==> src/rtl/dac_pkg.sv <==
// Definitions shared by the 1-bit DAC modulator and its bitstream decoder.
package dac_pkg;

    localparam int RES_DEFAULT = 7;

    typedef enum logic {
        EMPTY = 1'b0,
        FULL  = 1'b1
    } out_state_e;

    function automatic int win_len(input int res);
        return 2 ** (res + 1);
    endfunction

    localparam int WIN_LEN = win_len(RES_DEFAULT);

endpackage

==> src/rtl/bit_sync.sv <==
// Two-flop synchroniser bringing the asynchronous bitstream into the clk domain.
module bit_sync (
    input  logic clk,
    input  logic rst,
    input  logic d,
    output logic q
);

    logic sync_p0;
    logic sync_p1;

    always_ff @(posedge clk or posedge rst) begin
        if (rst) begin
            sync_p0 <= 1'b0;
            sync_p1 <= 1'b0;
        end else begin
            sync_p0 <= d;
            sync_p1 <= sync_p0;
        end
    end

    assign q = sync_p1;

endmodule

==> src/rtl/sd_bitstream_decoder.sv <==
// Recovers an (RES+1)-bit sample from a 1-bit density stream by counting ones
// over a fixed window, and presents it on a valid/ready port with overrun flag.
module sd_bitstream_decoder
    import dac_pkg::*;
#(
    parameter int RES = RES_DEFAULT
) (
    input  logic         clk,
    input  logic         rst,
    input  logic         bit_in,
    input  logic         en,
    output logic [RES:0] dout,
    output logic         dout_valid,
    input  logic         dout_ready,
    input  logic         overrun_clr,
    output logic         overrun
);

    localparam logic [RES:0] WIN_LAST = (RES + 1)'(win_len(RES) - 1);

    logic           bit_s;
    logic [RES:0]   win_cnt;
    logic [RES+1:0] acc;
    logic [RES+1:0] total;
    logic           terminal;
    out_state_e     state;
    out_state_e     state_next;
    logic           overrun_set;

    // A full window of ones counts to 2^(RES+1), one past the sample range.
    function automatic logic [RES:0] saturate(input logic [RES+1:0] value);
        return value[RES+1] ? '1 : value[RES:0];
    endfunction

    bit_sync u_bit_sync (
        .clk (clk),
        .rst (rst),
        .d   (bit_in),
        .q   (bit_s)
    );

    assign total    = acc + (RES + 2)'(bit_s);
    assign terminal = en && (win_cnt == WIN_LAST);

    always_ff @(posedge clk or posedge rst) begin
        if (rst) begin
            win_cnt <= '0;
            acc     <= '0;
            dout    <= '0;
            state   <= EMPTY;
            overrun <= 1'b0;
        end else begin
            state   <= state_next;
            overrun <= overrun_set | (overrun & ~overrun_clr);
            if (en) begin
                win_cnt <= win_cnt + (RES + 1)'(1);
                if (terminal) begin
                    acc  <= '0;
                    dout <= saturate(total);
                end else begin
                    acc  <= total;
                end
            end
        end
    end

    always_comb begin
        state_next  = state;
        overrun_set = 1'b0;
        case (state)
            EMPTY: begin
                if (terminal) state_next = FULL;
            end
            FULL: begin
                // A terminal edge keeps FULL; without an accept it overwrites.
                if (terminal) begin
                    state_next  = FULL;
                    overrun_set = ~dout_ready;
                end else if (dout_ready) begin
                    state_next = EMPTY;
                end
            end
            default: state_next = EMPTY;
        endcase
    end

    assign dout_valid = (state == FULL);

endmodule

==> config.mk <==
export PLATFORM = sky130hd
export DESIGN_NAME = sd_bitstream_decoder
export DESIGN_NICKNAME = d
export VERILOG_FILES = /design/src/rtl/dac_pkg.sv /design/src/rtl/bit_sync.sv /design/src/rtl/sd_bitstream_decoder.sv
export SDC_FILE = /design/constraint.sdc
export NUM_CORES = 1
export LEC_CHECK = 0
export CAP_MARGIN = 40
export CORE_MARGIN = 8
export CORE_UTILIZATION = 55
export CTS_CLUSTER_SIZE = 12
export DETAILED_ROUTE_END_ITERATION = 16
export PLACE_DENSITY = 0.85
export SLEW_MARGIN = 30
export SYNTH_ARGS = -nofsm -noshare
export SYNTH_HDL_FRONTEND = slang
export SYNTH_SLANG_ARGS = --single-unit
==> constraint.sdc <==
create_clock -name clk -period 2.9 [get_ports clk]
set_input_delay 0.58 -clock clk [delete_from_list [all_inputs] [get_ports clk]]
set_output_delay 0.58 -clock clk [all_outputs]
set_load 0.05 [all_outputs]
; ---- Yosys cells after proc, flatten, opt, wreduce, memory -nomap -nowiden
; Index checks and enable logic that the tools add are counted.
; W data, S select, Z words.
[word_totals]
in_bits = 6
out_inout_bits = 10
register_bits = 29
[op_classes]
add_sub_neg = 2
bitwise = 5
n_reduce_logical = 2
mux = 8
eq_ne = 1
[op_table]
columns = cell, n
row1 = $add A9 B1 Y9, 1
row2 = $mux W9, 1
row3 = $add A8 B1 Y8 const B, 1
row4 = $eq A8 B8 Y1 const B, 1
row5 = $mux W8, 1
row6 = $mux W1, 5
row7 = $not A1 Y1, 3
row8 = $pmux W1 S2, 1
row9 = $reduce_and A2 Y1, 1
row10 = $and A1 B1 Y1, 1
row11 = $logic_and A1 B1 Y1, 1
row12 = $or A1 B1 Y1, 1

; ---- Depth between registers and ports, before layout
; Gate-level depths: netlist of run 1.
[depth]
ltp_word = 5
ltp_mapped = 6
ltp_nobuf = 6

; ---- By module
; Synthesis of run 1 repeated with hierarchy kept, for this count alone.
[unflattened]
hier_cells = 124
area_unflattened_um2 = 1332.5
[by_module_without_submodules]
columns = mod, seq_area_each_um2, cells_per_inst, area_each_um2, n_inst
row1 = sd_bitstream_decoder, 675.6, 121, 1278.7, 1
row2 = bit_sync, 50.0, 3, 53.8, 1

; ---- Worst setup path before layout of run 1
; No wires, ideal clock.
[synth_timing]
path_type = reg-to-reg
startpoint = register acc[0]
endpoint = register acc[6]
required_ns = 2.779
t_arrival_ns = 1.482
stages_incl_launch_ff = 7
setup_time_ns = 0.121
period_less_slack_ns = 1.603
setup_slack_ns = 1.297
cell_sequence = dfrtp_1 > ha_1 > ha_1 > and3_1 > and3_1 > nor2b_1 > a22o_1
[synth_between]
elab_chain_len = 2
[synth_lines]
columns = item, line
row1 = "start, declared", sd_bitstream_decoder.sv:23  ; logic [RES+1:0] acc;
row2 = "start signal, assigned", sd_bitstream_decoder.sv:61  ; acc <= total;
row3 = $add A9 B1 Y9, sd_bitstream_decoder.sv:42  ; assign total = acc + (RES + 2)'(bit_s);
row4 = $mux W9, sd_bitstream_decoder.sv:57  ; if (terminal) begin
; No other way between the ends.
; A chain may end at the register's enable or synchronous reset.

; ---- Worst setup path after layout of run 1
[layout_timing]
startpoint = register dout[3]
endpoint = output port dout[3]
[layout_lines]
columns = item, line
row1 = "start, declared", sd_bitstream_decoder.sv:12  ; output logic [RES:0] dout,
row2 = "start signal, assigned", sd_bitstream_decoder.sv:59  ; dout <= saturate(total);
; No word-level cell between the ends.

==> results of run 1 <==
[layer usage]
metal  GRT usage  vias to the layer above
met5           0                        -
li1            -                      471
met2       0.224                       18
met4      0.0518                        0
met1       0.130                      469
met3      0.0697                        2
[flip-flops by register name (all words and copies together) (netlist names)]
signal and count:
dout_valid 1, overrun 1, win_cnt 8, acc 9, u_bit_sync.q 1, dout 8, u_bit_sync.sync_p0 1
[worst reg2reg max path: stages, from the launching register on]
cell     delay (ns)
dfrtp_1        0.35
ha_1           0.17
ha_1           0.25
nand3_1        0.14
o21a_1         0.22
nor3_4         0.36
a21oi_1        0.12
[synthesized netlist by cell type, types with 2 or more instances]
| library cell | instances | area (µm²) |
|---|---|---|
| buf_6 | 2 | 22.5 |
| nand4_1 | 3 | 18.8 |
| o21ai_0 | 6 | 30.0 |
| o21ai_1 | 2 | 10.0 |
| nor2_1 | 13 | 48.8 |
| and3_1 | 2 | 12.5 |
| o22ai_1 | 2 | 12.5 |
| nand2_1 | 7 | 26.3 |
| xnor2_1 | 9 | 78.8 |
| dfrtp_1 | 29 | 726 |
| inv_1 | 8 | 30.0 |
| xor2_1 | 4 | 35.0 |
| a21oi_1 | 8 | 40.0 |
| nor3_1 | 3 | 15.0 |
| ha_1 | 3 | 37.5 |
| nor2b_1 | 3 | 18.8 |
| nand3_1 | 4 | 20.0 |
| a22o_1 | 6 | 52.6 |
[layout make-up]
cell class / count / area share
Sequential cell: 29 / 0.458
Multi-Input combinational cell: 84 / 0.350
Timing Repair Buffer: 17 / 0.104
Clock buffer: 7 / 0.0411
Tap cell: 30 / 0.0237
Inverter: 8 / 0.0190
Clock inverter: 1 / 0.00316
[worst max-delay path by stage]
stage,from,end
floorplan,acc[0]$_DFFE_PP0P_,acc[6]$_DFFE_PP0P_
CTS,dout[3]$_DFFE_PP0P_,dout[3]
global placement,en,acc[6]$_DFFE_PP0P_
detailed placement,en,acc[6]$_DFFE_PP0P_
finish,dout[3]$_DFFE_PP0P_,dout[3]
global route,dout[3]$_DFFE_PP0P_,dout[3]
[metrics by stage]
stage          hold WS, ns  power [mW]  instances
3_5_place_dp         0.346       0.774        168
4_1_cts              0.367        1.06        176
6_report             0.360        1.05        176
3_3_place_gp         0.335       0.759        168
5_1_grt              0.375        1.12        176
2_1_floorplan        0.331       0.721        125
[logic make-up (layout without fill, tap and decap cells)]
kind of cell | Yosys count | count (layout) | share of synthesized area
simple gates | 42 | 42 | 0.178
mux | 1 | 1 | 0.00837
flops | 29 | 29 | 0.540
compound gates | 25 | 25 | 0.113
buf+inv | 12 | 33 | 0.0484
fa+ha+maj | 3 | 3 | 0.0279
xor+xnor | 13 | 13 | 0.0847
[power groups by stage]
stage | Combinational [mW] | Clock, mW | Sequential [mW]
floorplan | 0.158 | 0 | 0.563
global placement | 0.181 | 0 | 0.578
detailed placement | 0.193 | 0 | 0.581
CTS | 0.196 | 0.289 | 0.575
global route | 0.223 | 0.306 | 0.589
finish | 0.191 | 0.280 | 0.576
==> impl_metrics.csv, run 1 <==
group,metric,value,unit
global_routing,grt_pass1_vias,997,
cells_and_area,multi_input_area,554,µm²
synth,synth_edf_count,0,
cells_and_area,drive_gt1_frac,0.116,
synth,synth-seq-cells,29,
pwr,seq_power_share,0.550,
critical_path,cp_top_family,"buffers and inverters",
run_status,status,"finished clean",
timing,fin_ws,0.823,ns
timing,grt_setup_unrepaired,"false",
pwr,leakage,0.719,nW
detailed_routing,viasPerCell,5.45,
cells_and_area,final_common_cell,"dfrtp_1",
critical_path,worstPathRequired,2.32,ns
clocking,hold_buffers,0,
critical_path,worstPathMaxFanout,2,
detailed_routing,drt-wirelength-per-cell,14.0,µm
timing,relSlewSlack,0.660,
placement,dp_slack,0.780,ns
critical_path,r2r_end,"dout[6]$_DFFE_PP0P_",
placement,hpwl,1.76,mm
clocking,htreeDepth,2,
cells_and_area,seqCellArea,726,µm²
critical_path,r2r_slack,1.16,ns
clocking,insertion_delay,0.32,ns
synth,syn-num-nets,134,
cells_and_area,final_cell_mix,"dfrtp_1 (29), clkdlybuf4s50_1 (15), nor2_1 (13)",
synth,netlist_instances,125,
die,die_h,65.5,µm
hold_path,min_from,"u_bit_sync.sync_p0$_DFF_PP0_",
synth,ys_types,29,
detailed_routing,highest_layer,"met4",
synth,synth_async_sr_flop_share,1.00,
timing,min_period,2.08,ns
critical_path,start_kind,"register",
critical_path,cp.arrival,1.50,ns
placement,place_congestion,0.789,
critical_path,cp-end-kind,"output pin",
detailed_routing,wl_met3,144,µm
clocking,cts.path.max_buffers,2,
synth,netlist_area,1350,µm²
critical_path,reg2reg_depth,6,
timing,clock_skew,0.0118,ns
detailed_routing,wl_met2,1.24,mm
detailed_routing,detail-route-antenna-nets,0,
global_routing,track_usage,0.130,
critical_path,crit_type,"reg -> out",
clocking,cts_tree,"done",
timing,maxSlewViolCount,0,
run,maxCapViolations,0,
global_routing,grt_start_max_net_pins,30,
critical_path,r2r_start,"acc[0]$_DFFE_PP0P_",
clocking,root_buffer,"clkbuf_4",
clocking,numCtsBuffers,5,
pwr,p_per_area,661,nW/µm²
cells_and_area,final_cell_area,1580,µm²
critical_path,worstPathCellList,"clkdlybuf4s50_1",
pwr,combPwrFrac,0.183,
critical_path,worst_path_max_delay_cell,"clkdlybuf4s50_1",
timing,clock.fmax,0.481,GHz
hold_path,hp-class,"reg -> reg",
cells_and_area,nNetsFinal,154,
cells_and_area,fin_util,0.663,
synth,avgSynthCellArea,10.8,µm²
die,die_w,65.5,µm
timing,finalHoldViolCount,0,
clocking,postCtsSetupBuffers,0,
timing,finalCritPeriodShare,0.716,
pwr,p_sw,0.316,mW
timing,tightestPinTransition,0.508,ns
hold_path,whs_path_depth,0,
pwr,p_sw_frac,0.302,
global_routing,grt_antenna_before_repair,0,
critical_path,crit_buf_inv,1,
cells_and_area,filler_cell_count,189,
placement,io_buffers,15,
synth,ys_seq_area_frac,0.540,
die,rows,18,
placement,dpl_cell_area,1510,µm²
pwr,p_int,0.730,mW
clocking,clk_pin_slew,0.10,ns
detailed_routing,dr.pass1.iters,4,
die,die-area,4280,µm²
synth,ys_warn_count,0,
cells_and_area,area_delta_synth_final,17.7,%
critical_path,cp.depth,1,
critical_path,cp_slowest_stage_delay,0.81,ns
pwr,ir_drop,0.483,mV
hold_path,min_to,"u_bit_sync.q$_DFF_PP0_",
die,io_pins,16,
detailed_routing,wl_met1,1.07,mm
cells_and_area,antenna_cells,0,
global_routing,grt_pass1_wl,4.31,mm
timing,setup_viol,0,
synth,ys.flop_type,"dfrtp_1",
detailed_routing,drc_errors,0,
clocking,postCtsResizedCells,0,
global_routing,overflow,0,
pwr,p_clk_frac,0.267,
die,initial_utilization,0.563,
detailed_routing,vias,960,
timing,tns,0,ns
detailed_routing,drt-initial-drc-count,39,
detailed_routing,routed_wl,2.47,mm
clocking,clock_sinks,29,
die,fp.coreArea,2390,µm²
Note: power is estimated with default switching activity, not from simulation.
==> run 2: changes to the inputs <==
CORE_UTILIZATION = 54   (was 55)
PLACE_DENSITY = 0.84   (was 0.85)
clock period = 2 ns   (was 2.9 ns; I/O delays follow)
==> impl_metrics.csv, run 2 (same netlist as run 1, synthesis figures left out) <==
group,metric,value,unit
placement,place_congestion,0.795,
pwr,leakage,0.725,nW
pwr,p_sw,0.460,mW
timing,maxSlewViolCount,0,
pwr,seq_power_share,0.551,
detailed_routing,routed_wl,2.49,mm
placement,hpwl,1.78,mm
clocking,root_buffer,"clkbuf_4",
global_routing,use_met2,0.214,
detailed_routing,vias,973,
detailed_routing,drc_errors,0,
detailed_routing,detail-route-antenna-nets,0,
cells_and_area,antenna_cells,0,
pwr,p_sw_frac,0.303,
clocking,insertion_delay,0.33,ns
cells_and_area,final_common_cell,"dfrtp_1",
detailed_routing,viasPerCell,5.50,
detailed_routing,dr.pass1.iters,4,
detailed_routing,drt-wirelength-per-cell,14.1,µm
clocking,htreeDepth,2,
critical_path,cp-end-kind,"output pin",
pwr,p_int,1.06,mW
pwr,ir_drop,0.918,mV
die,die_h,65.9,µm
pwr,p_per_area,955,nW/µm²
pwr,p_clk_frac,0.268,
critical_path,start_kind,"register",
cells_and_area,nNetsFinal,155,
critical_path,cp_slowest_stage_delay,0.81,ns
timing,tightestPinTransition,0.516,ns
timing,fin_ws,0.0849,ns
critical_path,cp_top_family,"buffers and inverters",
timing,relSlewSlack,0.655,
global_routing,grtUsageMet1,0.153,
critical_path,worstPathRequired,1.60,ns
pwr,combPwrFrac,0.181,
cells_and_area,top_regs,"acc (9), dout (8), win_cnt (8)",
die,io_pins,16,
critical_path,reg2reg_depth,6,
timing,tns,0,ns
global_routing,grt_pass1_vias,1018,
global_routing,grt_antenna_before_repair,0,
global_routing,grt_pass1_wl,4.54,mm
run_status,status,"finished clean",
cells_and_area,regMostFlops,"acc",
timing,min_period,1.92,ns
clocking,numCtsBuffers,5,
die,initial_utilization,0.558,
clocking,hold_buffers,0,
clocking,clock_sinks,29,
critical_path,r2r_slack,0.29,ns
clocking,postCtsResizedCells,0,
global_routing,busiest_layer,"met2",
clocking,postCtsSetupBuffers,0,
critical_path,worstPathMaxFanout,2,
critical_path,crit_buf_inv,1,
pwr,power,1.52,mW
global_routing,use_met3,0.0644,
die,rows,18,
critical_path,worstPathCellList,"clkdlybuf4s50_1",
placement,io_buffers,15,
detailed_routing,drt-initial-drc-count,30,
timing,grt_setup_unrepaired,"false",
hold_path,whs_path_depth,0,
cells_and_area,largest_reg_flops,9,
die,fp.coreArea,2410,µm²
cells_and_area,area_delta_synth_final,18.2,%
cells_and_area,drive_gt1_frac,0.122,
run,maxCapViolations,0,
global_routing,track_usage,0.135,
timing,clock.fmax,0.522,GHz
critical_path,crit_type,"reg -> out",
clocking,cts_tree,"done",
placement,dp_slack,0.0897,ns
critical_path,worst_path_max_delay_cell,"clkdlybuf4s50_1",
global_routing,overflow,0,
timing,finalHoldViolCount,0,
clocking,cts.path.max_buffers,2,
timing,setup_viol,0,
global_routing,grt_start_max_net_pins,30,
clocking,clk_pin_slew,0.10,ns
critical_path,cp.depth,1,
die,die-area,4340,µm²
hold_path,hp-class,"reg -> reg",
critical_path,cp.arrival,1.52,ns
timing,finalCritPeriodShare,0.958,
timing,clock_skew,0.00972,ns
die,die_w,65.9,µm
cells_and_area,final_cell_mix,"dfrtp_1 (29), clkdlybuf4s50_1 (15), nor2_1 (13)",
run 2: cell count changes in the layout (fill, tap and decap cells not counted):
cell   change
buf_4      +1
run 2: routing by layer:
metal | up-vias | share of wire | wire [µm]
met2 | 17 | 0.48 | 1190
met4 | 0 | 0.012 | 31
met5 | - | 0 | 0
met1 | 486 | 0.46 | 1140
met3 | 3 | 0.053 | 131
li1 | 467 | - | -
run 2: layout make-up:
type | instances | area, µm²
clock inverter | 1 | 5.00
fill | 181 | 820
multi-input combinational | 84 | 554
inverter | 8 | 30.0
timing repair buffer | 18 | 173
tap | 30 | 37.5
sequential | 29 | 726
clock buffer | 7 | 65.1
run 2: path summary, 6_finish.rpt:
| path | end | from |
|---|---|---|
| setup / recovery | dout[2] | dout[2]$_DFFE_PP0P_ |
| hold / removal | u_bit_sync.q$_DFF_PP0_ | u_bit_sync.sync_p0$_DFF_PP0_ |
| setup reg to reg | acc[6]$_DFFE_PP0P_ | acc[0]$_DFFE_PP0P_ |
| hold reg to reg | u_bit_sync.q$_DFF_PP0_ | u_bit_sync.sync_p0$_DFF_PP0_ |
| max in group asynchronous | acc[5]$_DFFE_PP0P_ | rst |
| min in group asynchronous | dout[3]$_DFFE_PP0P_ | rst |
run 2: metrics by stage:
stage	hold WS (ns)	util	std cells	instance area, µm²
5_1_grt	0.374	0.660	177	1590
4_1_cts	0.365	0.660	177	1590
3_3_place_gp	0.334	0.631	169	1520
2_1_floorplan	0.331	-	125	1350
3_5_place_dp	0.344	0.631	169	1520
6_report	0.361	0.660	177	1590
run 2: power by group through the flow:
stage | clock, mW | combinational (mW) | sequential [mW]
4_1_cts | 0.414 | 0.281 | 0.837
5_1_grt | 0.443 | 0.319 | 0.860
3_3_place_gp | 0 | 0.267 | 0.840
2_1_floorplan | 0 | 0.229 | 0.816
6_report | 0.406 | 0.275 | 0.838
3_5_place_dp | 0 | 0.278 | 0.848
==> run 3: changes to the inputs <==
CORE_MARGIN = default   (was 8)
==> impl_metrics.csv, run 3 (same netlist as run 1, synthesis figures left out) <==
group,metric,value,unit
cells_and_area,multi_input_area,554,µm²
run_status,status,"finished clean",
detailed_routing,drc_errors,0,
die,initial_utilization,0.591,
die,io_pins,16,
detailed_routing,drt-initial-drc-count,16,
critical_path,reg2reg_depth,6,
critical_path,crit_type,"reg -> out",
global_routing,track_usage,0.222,
placement,io_buffers,15,
timing,tightestPinTransition,0.501,ns
timing,setup_viol,0,
timing,tns,0,ns
critical_path,r2r_end,"dout[5]$_DFFE_PP0P_",
cells_and_area,antenna_cells,0,
global_routing,grt_pass1_wl,4.11,mm
clocking,htreeDepth,2,
critical_path,crit_buf_inv,1,
critical_path,worstPathRequired,1.60,ns
clocking,clk_pin_slew,0.09,ns
cells_and_area,seqCellArea,726,µm²
timing,maxSlewViolCount,0,
clocking,hold_buffers,0,
hold_path,hp-class,"reg -> reg",
die,die_w,51.9,µm
global_routing,grt_pass1_vias,944,
critical_path,r2r_slack,0.26,ns
cells_and_area,top_regs,"acc (9), dout (8), win_cnt (8)",
timing,min_period,1.91,ns
die,die-area,2690,µm²
clocking,postCtsResizedCells,0,
cells_and_area,largest_reg_flops,9,
critical_path,cp_slowest_stage_delay,0.81,ns
detailed_routing,detail-route-antenna-nets,0,
cells_and_area,drive_gt1_frac,0.116,
detailed_routing,dr.pass1.iters,4,
die,fp.coreArea,2280,µm²
hold_path,min_to,"u_bit_sync.q$_DFF_PP0_",
hold_path,whs_path_depth,0,
detailed_routing,routed_wl,2.35,mm
placement,hpwl,1.70,mm
timing,relSlewSlack,0.665,
detailed_routing,viasPerCell,5.45,
clocking,clock_sinks,29,
cells_and_area,area_delta_synth_final,19.2,%
pwr,ir_drop,0.901,mV
timing,finalHoldViolCount,0,
critical_path,worst_path_max_delay_cell,"clkdlybuf4s50_1",
die,rows,17,
critical_path,worstPathMaxFanout,2,
critical_path,cp-end-kind,"output pin",
cells_and_area,filler_cell_count,167,
critical_path,start_kind,"register",
cells_and_area,final_common_cell,"dfrtp_1",
cells_and_area,final_cell_mix,"dfrtp_1 (29), clkdlybuf4s50_1 (15), nor2_1 (13)",
pwr,p_per_area,1000,nW/µm²
timing,clock_skew,0.0112,ns
clocking,numCtsBuffers,5,
die,die_h,51.9,µm
timing,grt_setup_unrepaired,"false",
critical_path,cp.arrival,1.51,ns
detailed_routing,vias,954,
clocking,insertion_delay,0.33,ns
cells_and_area,regMostFlops,"acc",
placement,place_congestion,0.764,
critical_path,worstPathCellList,"clkdlybuf4s50_1",
clocking,cts.path.max_buffers,2,
hold_path,min_from,"u_bit_sync.sync_p0$_DFF_PP0_",
clocking,root_buffer,"clkbuf_4",
timing,whs,0.365,ns
cells_and_area,nNetsFinal,155,
detailed_routing,drt-wirelength-per-cell,13.4,µm
critical_path,cp_top_family,"buffers and inverters",
global_routing,grt_start_max_net_pins,30,
clocking,postCtsSetupBuffers,0,
timing,finalCritPeriodShare,0.953,
clocking,cts_tree,"done",
global_routing,grt_antenna_before_repair,0,
run,maxCapViolations,0,
timing,clock.fmax,0.524,GHz
global_routing,overflow,0,
critical_path,r2r_start,"acc[0]$_DFFE_PP0P_",
pwr,leakage,0.729,nW
==> run 3: changes by cell type in the layout (fill, tap and decap cells not counted), sizes merged <==
cell and change:
clkinv -1, bufinv +1
==> run 3: how the worst max path moves through the flow <==
stage / start / end / depth (start not counted)
floorplan: acc[0]$_DFFE_PP0P_ / acc[6]$_DFFE_PP0P_ / 6
global placement: en / acc[6]$_DFFE_PP0P_ / 5
detailed placement: en / acc[5]$_DFFE_PP0P_ / 5
CTS: dout_valid$_DFF_PP0_ / dout_valid / 1
global route: dout_valid$_DFF_PP0_ / dout_valid / 1
finish: dout_valid$_DFF_PP0_ / dout_valid / 1
==> run 3: area by class of cell <==
class,count,area share
Sequential cell,29,0.453
Clock buffer,7,0.0343
Inverter,8,0.0187
Tap cell,28,0.0219
Multi-Input combinational cell,84,0.346
Timing Repair Buffer,18,0.108
Clock inverter,1,0.0187
==> run 3: power breakdown <==
part	total [mW]	leakage, nW	internal [mW]	switching (mW)
combinational	0.275	0.302	0.153	0.122
clock	0.496	0.0455	0.298	0.198
sequential	0.837	0.382	0.702	0.135
total	1.61	0.729	1.15	0.455
==> run 3: metrics by stage <==
step / worst slack, ns / utilization / cells / instance area (µm²) / total power, mW
after floorplan: 0.397 / - / 125 / 1350 / 1.05
after global placement: 0.145 / 0.667 / 167 / 1520 / 1.10
after detailed placement: 0.112 / 0.667 / 167 / 1520 / 1.13
after CTS: 0.0630 / 0.704 / 175 / 1600 / 1.62
after global routing: 0.0314 / 0.704 / 175 / 1600 / 1.71
final: 0.0931 / 0.704 / 175 / 1600 / 1.61
==> run 3: per-layer routing <==
layer	wire length, µm	GRT usage	vias up
li1	-	-	473
met1	1050	0.250	455
met2	1140	0.363	20
met3	110	0.0877	6
met4	46	0.108	0
met5	0	0	-
